[config.mk]
export PLATFORM = sky130hd
export DESIGN_NAME = march_element_sequencer
export DESIGN_NICKNAME = d
export VERILOG_FILES = /design/src/rtl/march_element_sequencer.sv
export SDC_FILE = /design/constraint.sdc
export NUM_CORES = 1
export LEC_CHECK = 0
export ABC_AREA = 1
export CAP_MARGIN = 25
export CORE_MARGIN = 3
export CORE_UTILIZATION = 30
export DETAILED_ROUTE_END_ITERATION = 7
export PLACE_DENSITY = 0.5
export SLEW_MARGIN = 5
export SYNTH_ARGS = -nofsm -noshare
export SYNTH_HDL_FRONTEND = slang
export SYNTH_SLANG_ARGS = --single-unit
[constraint.sdc]
create_clock -name clk -period 2.49 [get_ports clk]
set_clock_uncertainty 0.15 [all_clocks]
set_input_delay 0.249 -clock clk [delete_from_list [all_inputs] [get_ports clk]]
set_output_delay 0.249 -clock clk [all_outputs]
set_load 0.01 [all_outputs]
[src/rtl/march_element_sequencer.sv]
// march_element_sequencer: walks one march element (op slots x addresses) and
// presents registered op/polarity/address to the memory-side drivers.
// Optional feature macro: MES_PAUSE_EN (adds pause_len_in and a PAUSE state
// inserted between the terminal op and DONE, for data-retention tests).
module march_element_sequencer #(
    parameter int cs  = 2,
    parameter int aw  = 8,
    parameter int opw = 4
) (
    input  logic                clk,
    input  logic                r_in,
    input  logic                start_in,
    input  logic [4*opw-1:0]    op_in,
    input  logic [3:0]          pol_in,
    input  logic [cs-1:0]       no_in,
    input  logic                updwn_in,
    input  logic [aw-1:0]       addr_max_in,
    input  logic                stall_in,
`ifdef MES_PAUSE_EN
    input  logic [15:0]         pause_len_in,
`endif
    output logic [opw-1:0]      op_out,
    output logic                pol_out,
    output logic [aw-1:0]       addr_out,
    output logic                op_valid_out,
    output logic                last_op_out,
    output logic                busy_out,
    output logic                done_out
);

`ifdef MES_PAUSE_EN
    typedef enum logic [1:0] {IDLE, RUN, DONE, PAUSE} state_t;
`else
    typedef enum logic [1:0] {IDLE, RUN, DONE} state_t;
`endif

    state_t             state_q, state_d;
    logic [4*opw-1:0]   ops_q, ops_d;
    logic [3:0]         pols_q, pols_d;
    logic [cs-1:0]      no_q, no_d;
    logic               up_q, up_d;
    logic [aw-1:0]      amax_q, amax_d;
    // slot_q/addr_q always index the op currently presented on the outputs
    logic [cs-1:0]      slot_q, slot_d;
    logic [aw-1:0]      addr_q, addr_d;
    logic [opw-1:0]     op_q, op_d;
    logic               pol_q, pol_d;
    logic               valid_q, valid_d;
    logic               last_q, last_d;
    logic               done_q, done_d;
`ifdef MES_PAUSE_EN
    logic [15:0]        plen_q, plen_d;
    logic [15:0]        pcnt_q, pcnt_d;
`endif

    logic [cs-1:0]      nslot;
    logic [aw-1:0]      naddr;

    // Next-state and next-output computation for the element walk
    always_comb begin
        state_d = state_q;
        ops_d   = ops_q;
        pols_d  = pols_q;
        no_d    = no_q;
        up_d    = up_q;
        amax_d  = amax_q;
        slot_d  = slot_q;
        addr_d  = addr_q;
        op_d    = op_q;
        pol_d   = pol_q;
        valid_d = valid_q;
        last_d  = last_q;
        done_d  = 1'b0;
        nslot   = slot_q;
        naddr   = addr_q;
`ifdef MES_PAUSE_EN
        plen_d  = plen_q;
        pcnt_d  = pcnt_q;
`endif
        case (state_q)
            IDLE: begin
                if (start_in) begin
                    ops_d   = op_in;
                    pols_d  = pol_in;
                    no_d    = no_in;
                    up_d    = updwn_in;
                    amax_d  = addr_max_in;
`ifdef MES_PAUSE_EN
                    plen_d  = pause_len_in;
`endif
                    slot_d  = '0;
                    addr_d  = updwn_in ? '0 : addr_max_in;
                    op_d    = op_in[opw-1:0];
                    pol_d   = pol_in[0];
                    valid_d = 1'b1;
                    // Start address is terminal only for a single-address array
                    last_d  = (no_in == '0) && (addr_max_in == '0);
                    state_d = RUN;
                end
            end
            RUN: begin
                if (!stall_in) begin
                    if (last_q) begin
                        slot_d  = '0;
                        addr_d  = '0;
                        op_d    = '0;
                        pol_d   = 1'b0;
                        valid_d = 1'b0;
                        last_d  = 1'b0;
`ifdef MES_PAUSE_EN
                        if (plen_q != 16'd0) begin
                            pcnt_d  = plen_q;
                            state_d = PAUSE;
                        end else begin
                            done_d  = 1'b1;
                            state_d = DONE;
                        end
`else
                        done_d  = 1'b1;
                        state_d = DONE;
`endif
                    end else begin
                        if (slot_q == no_q) begin
                            nslot = '0;
                            naddr = up_q ? addr_q + aw'(1) : addr_q - aw'(1);
                        end else begin
                            nslot = slot_q + cs'(1);
                            naddr = addr_q;
                        end
                        slot_d = nslot;
                        addr_d = naddr;
                        op_d   = ops_q[opw*int'(nslot) +: opw];
                        pol_d  = pols_q[nslot];
                        last_d = (nslot == no_q) && (naddr == (up_q ? amax_q : '0));
                    end
                end
            end
`ifdef MES_PAUSE_EN
            PAUSE: begin
                pcnt_d = pcnt_q - 16'd1;
                if (pcnt_q == 16'd1) begin
                    done_d  = 1'b1;
                    state_d = DONE;
                end
            end
`endif
            DONE: begin
                state_d = IDLE;
            end
            default: state_d = IDLE;
        endcase
    end

    // State and output registers with synchronous reset
    always_ff @(posedge clk) begin
        if (r_in) begin
            state_q <= IDLE;
            ops_q   <= '0;
            pols_q  <= '0;
            no_q    <= '0;
            up_q    <= 1'b0;
            amax_q  <= '0;
            slot_q  <= '0;
            addr_q  <= '0;
            op_q    <= '0;
            pol_q   <= 1'b0;
            valid_q <= 1'b0;
            last_q  <= 1'b0;
            done_q  <= 1'b0;
`ifdef MES_PAUSE_EN
            plen_q  <= '0;
            pcnt_q  <= '0;
`endif
        end else begin
            state_q <= state_d;
            ops_q   <= ops_d;
            pols_q  <= pols_d;
            no_q    <= no_d;
            up_q    <= up_d;
            amax_q  <= amax_d;
            slot_q  <= slot_d;
            addr_q  <= addr_d;
            op_q    <= op_d;
            pol_q   <= pol_d;
            valid_q <= valid_d;
            last_q  <= last_d;
            done_q  <= done_d;
`ifdef MES_PAUSE_EN
            plen_q  <= plen_d;
            pcnt_q  <= pcnt_d;
`endif
        end
    end

    // A stalled cycle presents the held op but marks it not issued
    assign op_out       = op_q;
    assign pol_out      = pol_q;
    assign addr_out     = addr_q;
    assign op_valid_out = valid_q & ~stall_in;
    assign last_op_out  = last_q & ~stall_in;
    assign busy_out     = (state_q != IDLE);
    assign done_out     = done_q;

endmodule
==> impl_metrics.tcl <==
set metrics [dict create \
    worstPathRequired_ns 2.57 \
    synth_mux_area_share_pct 0 \
    cp_top_family "simple AND/OR/NAND/NOR gates" \
    cts_buffers 5 \
    h-tree-depth 2 \
    dp_worst_setup_slack_ns 0.287 \
    n_fill_cell 1017 \
    synthFlopType "dfxtp_1" \
    grt_pass1_vias 2778 \
    drc 0 \
    rsz0062_at_grt "false" \
    synthCells 439 \
    r2r-start "addr_out[0]$_SDFFE_PP0P_" \
    swShare_pct 35.0 \
    cts_tree "yes" \
    finalMaxSlewViolations 0 \
    grt_overflow_total 0 \
    cts-root-buf "clkbuf_8" \
    tns_ns 0 \
    place_hpwl_mm 6.28 \
    synth_top_area_share_pct 35.7 \
    hp-class "flop to flop" \
    path_clk_slew_ns 0.09 \
    core_sq_mm 0.00924 \
    reg2regPathDepth 15 \
    synth_nets 481 \
    p_seq_share_pct 39.6 \
    drive_above_1_share_pct 7.51 \
    die_y_um 104 \
    start_util_pct 31.0 \
    finalCritPeriodShare_pct 89.7 \
    power.leakage_uw 0.00161 \
    vias 2996 \
    irDropWorstVdd_mv 0.277 \
    yosysMostFrequentCell "nand2_1" \
    clkSinkCount 51 \
    cp_common_cell "nand2_1" \
    cts_setup_buffers 0 \
    status "finished clean" \
    clock_latency_ns 0.30 \
    synth_fa_ha_area_share_pct 3.32 \
    synth_top_family_by_area "simple AND/OR/NAND/NOR gates" \
    rows 35 \
    crit_cells 15 \
    async_flop_share_pct 0 \
    internal_power_uw 1560 \
    worst_pin_slew_ns 0.497 \
    fp.dieW_um 104 \
    dieArea_sq_mm 0.0108 \
    gp_congestion 0.840 \
    synth_compound_area_share_pct 18.5 \
    start_kind "flop" \
    post_cts_resized 0 \
    synth_area_leaders "dfxtp_1, nand2_1, o21ai_0" \
    fin_crit_ns 2.23 \
    setup_viol 0 \
    area_delta_synth_final_pct 28.0 \
    power_density_mw_per_mm2 655 \
    ys_ff_latch 51 \
    cts_buffer_depth 2 \
    reg2reg_slack_ns 0.26 \
    via_per_inst 4.82 \
    antenna_found_initial 0 \
    pwr-share-comb_pct 36.8 \
    crit_buf_inv 2 \
    hold_ws_ns 0.303 \
    crit_fanout 4 \
    wl_mm 8.22 \
    synthTopCellsByCount "nand2_1, nor2_1, dfxtp_1, o21ai_0, nand3_1" \
    drt.antenna.violating_nets 0 \
    io_pins 52 \
    criticalPathCategory "flop to flop" \
    clock_power_share_pct 23.6 \
    p_sw_uw 841 \
    max_stage_delay_ns 0.48 \
    dr.pass1.iters 6 \
    grt_pass1_wl_mm 13.5 \
    yosysSeqAreaShare_pct 35.7 \
    synth_simple_gate_area_share_pct 32.6 \
    avgSynthCellArea_sq_um 6.52 \
    hold_buffers 0 \
    startpoint "addr_out[0]$_SDFFE_PP0P_" \
    synth_cell_types 32 \
    syn-cell-area_sq_mm 0.00286 \
    setup_slack_ns 0.257 \
    drv_cap 0 \
    reg2reg_to "last_q$_SDFFE_PP0P_" \
    worstPathCellList "inv_1, fa_1, inv_1, nand2_1, nand2_1, nand2_1, nand2_1, nand3_1, nand2_1, nand2_1, nand2_1, nand2_1, nor2_1, nand3_1, a21oi_1" \
    grtUsageTotal_pct 15.1 \
    antenna_cells 0 \
    fmax_mhz 448 \
    cp-end-kind "flop" \
    drt-initial-drc-count 93 \
    slowest_stage "fa_1" \
    nets 535 \
    finalHoldViolCount 0 \
    grt_max_degree 31 \
    synth-edff-count 0 \
    seqCellArea_sq_mm 0.00102 \
    slew_headroom_pct 66.6 \
    arrival_ns 2.32 \
    buffer_ports.inserted 51 \
    yosys_warnings 0 \
    yosysTopAreaCell "dfxtp_1" \
    worstSetupEndpoint "last_q$_SDFFE_PP0P_" \
    multi_input_area_sq_mm 0.00158 \
    wl_per_cell_um 13.2 \
    yosys.area_share.xor_xnor_pct 0.612 \
]
worst min path at each step:
stage	start	end	cells past startpoint
floorplan	stall_in	done_out$_SDFF_PP0_	1
CTS	ops_q[12]$_SDFFE_PP0P_	ops_q[12]$_SDFFE_PP0P_	2
global placement	ops_q[12]$_SDFFE_PP0P_	ops_q[12]$_SDFFE_PP0P_	2
global route	ops_q[12]$_SDFFE_PP0P_	ops_q[12]$_SDFFE_PP0P_	2
detailed placement	ops_q[12]$_SDFFE_PP0P_	ops_q[12]$_SDFFE_PP0P_	2
finish	ops_q[12]$_SDFFE_PP0P_	ops_q[12]$_SDFFE_PP0P_	2
power groups by stage:
stage / Combinational, uW / Clock (uW) / Sequential, uW
final: 883 / 567 / 951
after global routing: 1010 / 618 / 964
after CTS: 889 / 583 / 953
after detailed placement: 885 / 0 / 971
after global placement: 878 / 0 / 970
after floorplan: 586 / 0 / 970
routing by layer:
metal | GRT usage [%] | routed length, um
met2 | 25.3 | 3800
met1 | 19.7 | 3900
met5 | 0 | 0
met4 | 5.03 | 164
met3 | 2.49 | 365
worst reg2reg max path, delay by kind of cell (launching register included):
| kind | cells | cell delay (ns) |
|---|---|---|
| fa+ha+maj | 1 | 0.48 |
| simple gates | 11 | 0.86 |
| compound gates | 1 | 0.12 |
| flops | 1 | 0.39 |
| buf+inv | 2 | 0.18 |
kinds of logic (layout without fill, tap and decap cells):
family	count (synthesis)	after routing
compound gates	99	99
flops	51	51
fa+ha+maj	7	7
xor+xnor	2	2
buf+inv	66	120
simple gates	214	214
cell type report:
class | count | area share (%)
Multi-Input combinational cell | 322 | 43.0
Sequential cell | 51 | 27.9
Timing Repair Buffer | 67 | 17.2
Inverter | 46 | 4.71
Tap cell | 129 | 4.40
Clock buffer | 6 | 1.98
Clock inverter | 1 | 0.819
state kept, by name, summed over array words and instances (netlist names):
signal,cells
op_out,4
pols_q,4
amax_q,8
slot_q,2
addr_out,8
valid_q,1
last_q,1
done_out,1
pol_out,1
up_q,1
ops_q,16
state_q,2
no_q,2
stage by stage:
| stage | cells | power, uW | area, sq um | utilization [%] |
|---|---|---|---|---|
| 2_1_floorplan | 439 | 1560 | 2860 | - |
| 3_3_place_gp | 615 | 1850 | 3560 | 38.6 |
| 3_5_place_dp | 615 | 1860 | 3560 | 38.6 |
| 4_1_cts | 622 | 2420 | 3660 | 39.7 |
| 5_1_grt | 622 | 2590 | 3660 | 39.7 |
| 6_report | 622 | 2400 | 3660 | 39.7 |
cells in the final DEF, fill, tap and decap left out, types with 4 or more instances in the layout:
| cell type | synthesis | routed |
|---|---|---|
| nor4_1 | 4 | 4 |
| clkbuf_8 | 0 | 5 |
| nand2_1 | 92 | 92 |
| a31oi_1 | 10 | 10 |
| o21ai_0 | 51 | 51 |
| inv_1 | 42 | 42 |
| nand3_1 | 44 | 44 |
| ha_1 | 6 | 6 |
| nand2_2 | 4 | 4 |
| a21oi_1 | 30 | 30 |
| clkdlybuf4s50_1 | 0 | 51 |
| nor2_1 | 58 | 58 |
| buf_4 | 1 | 16 |
| dfxtp_1 | 51 | 51 |
Note: power is estimated with default switching activity, not from simulation.
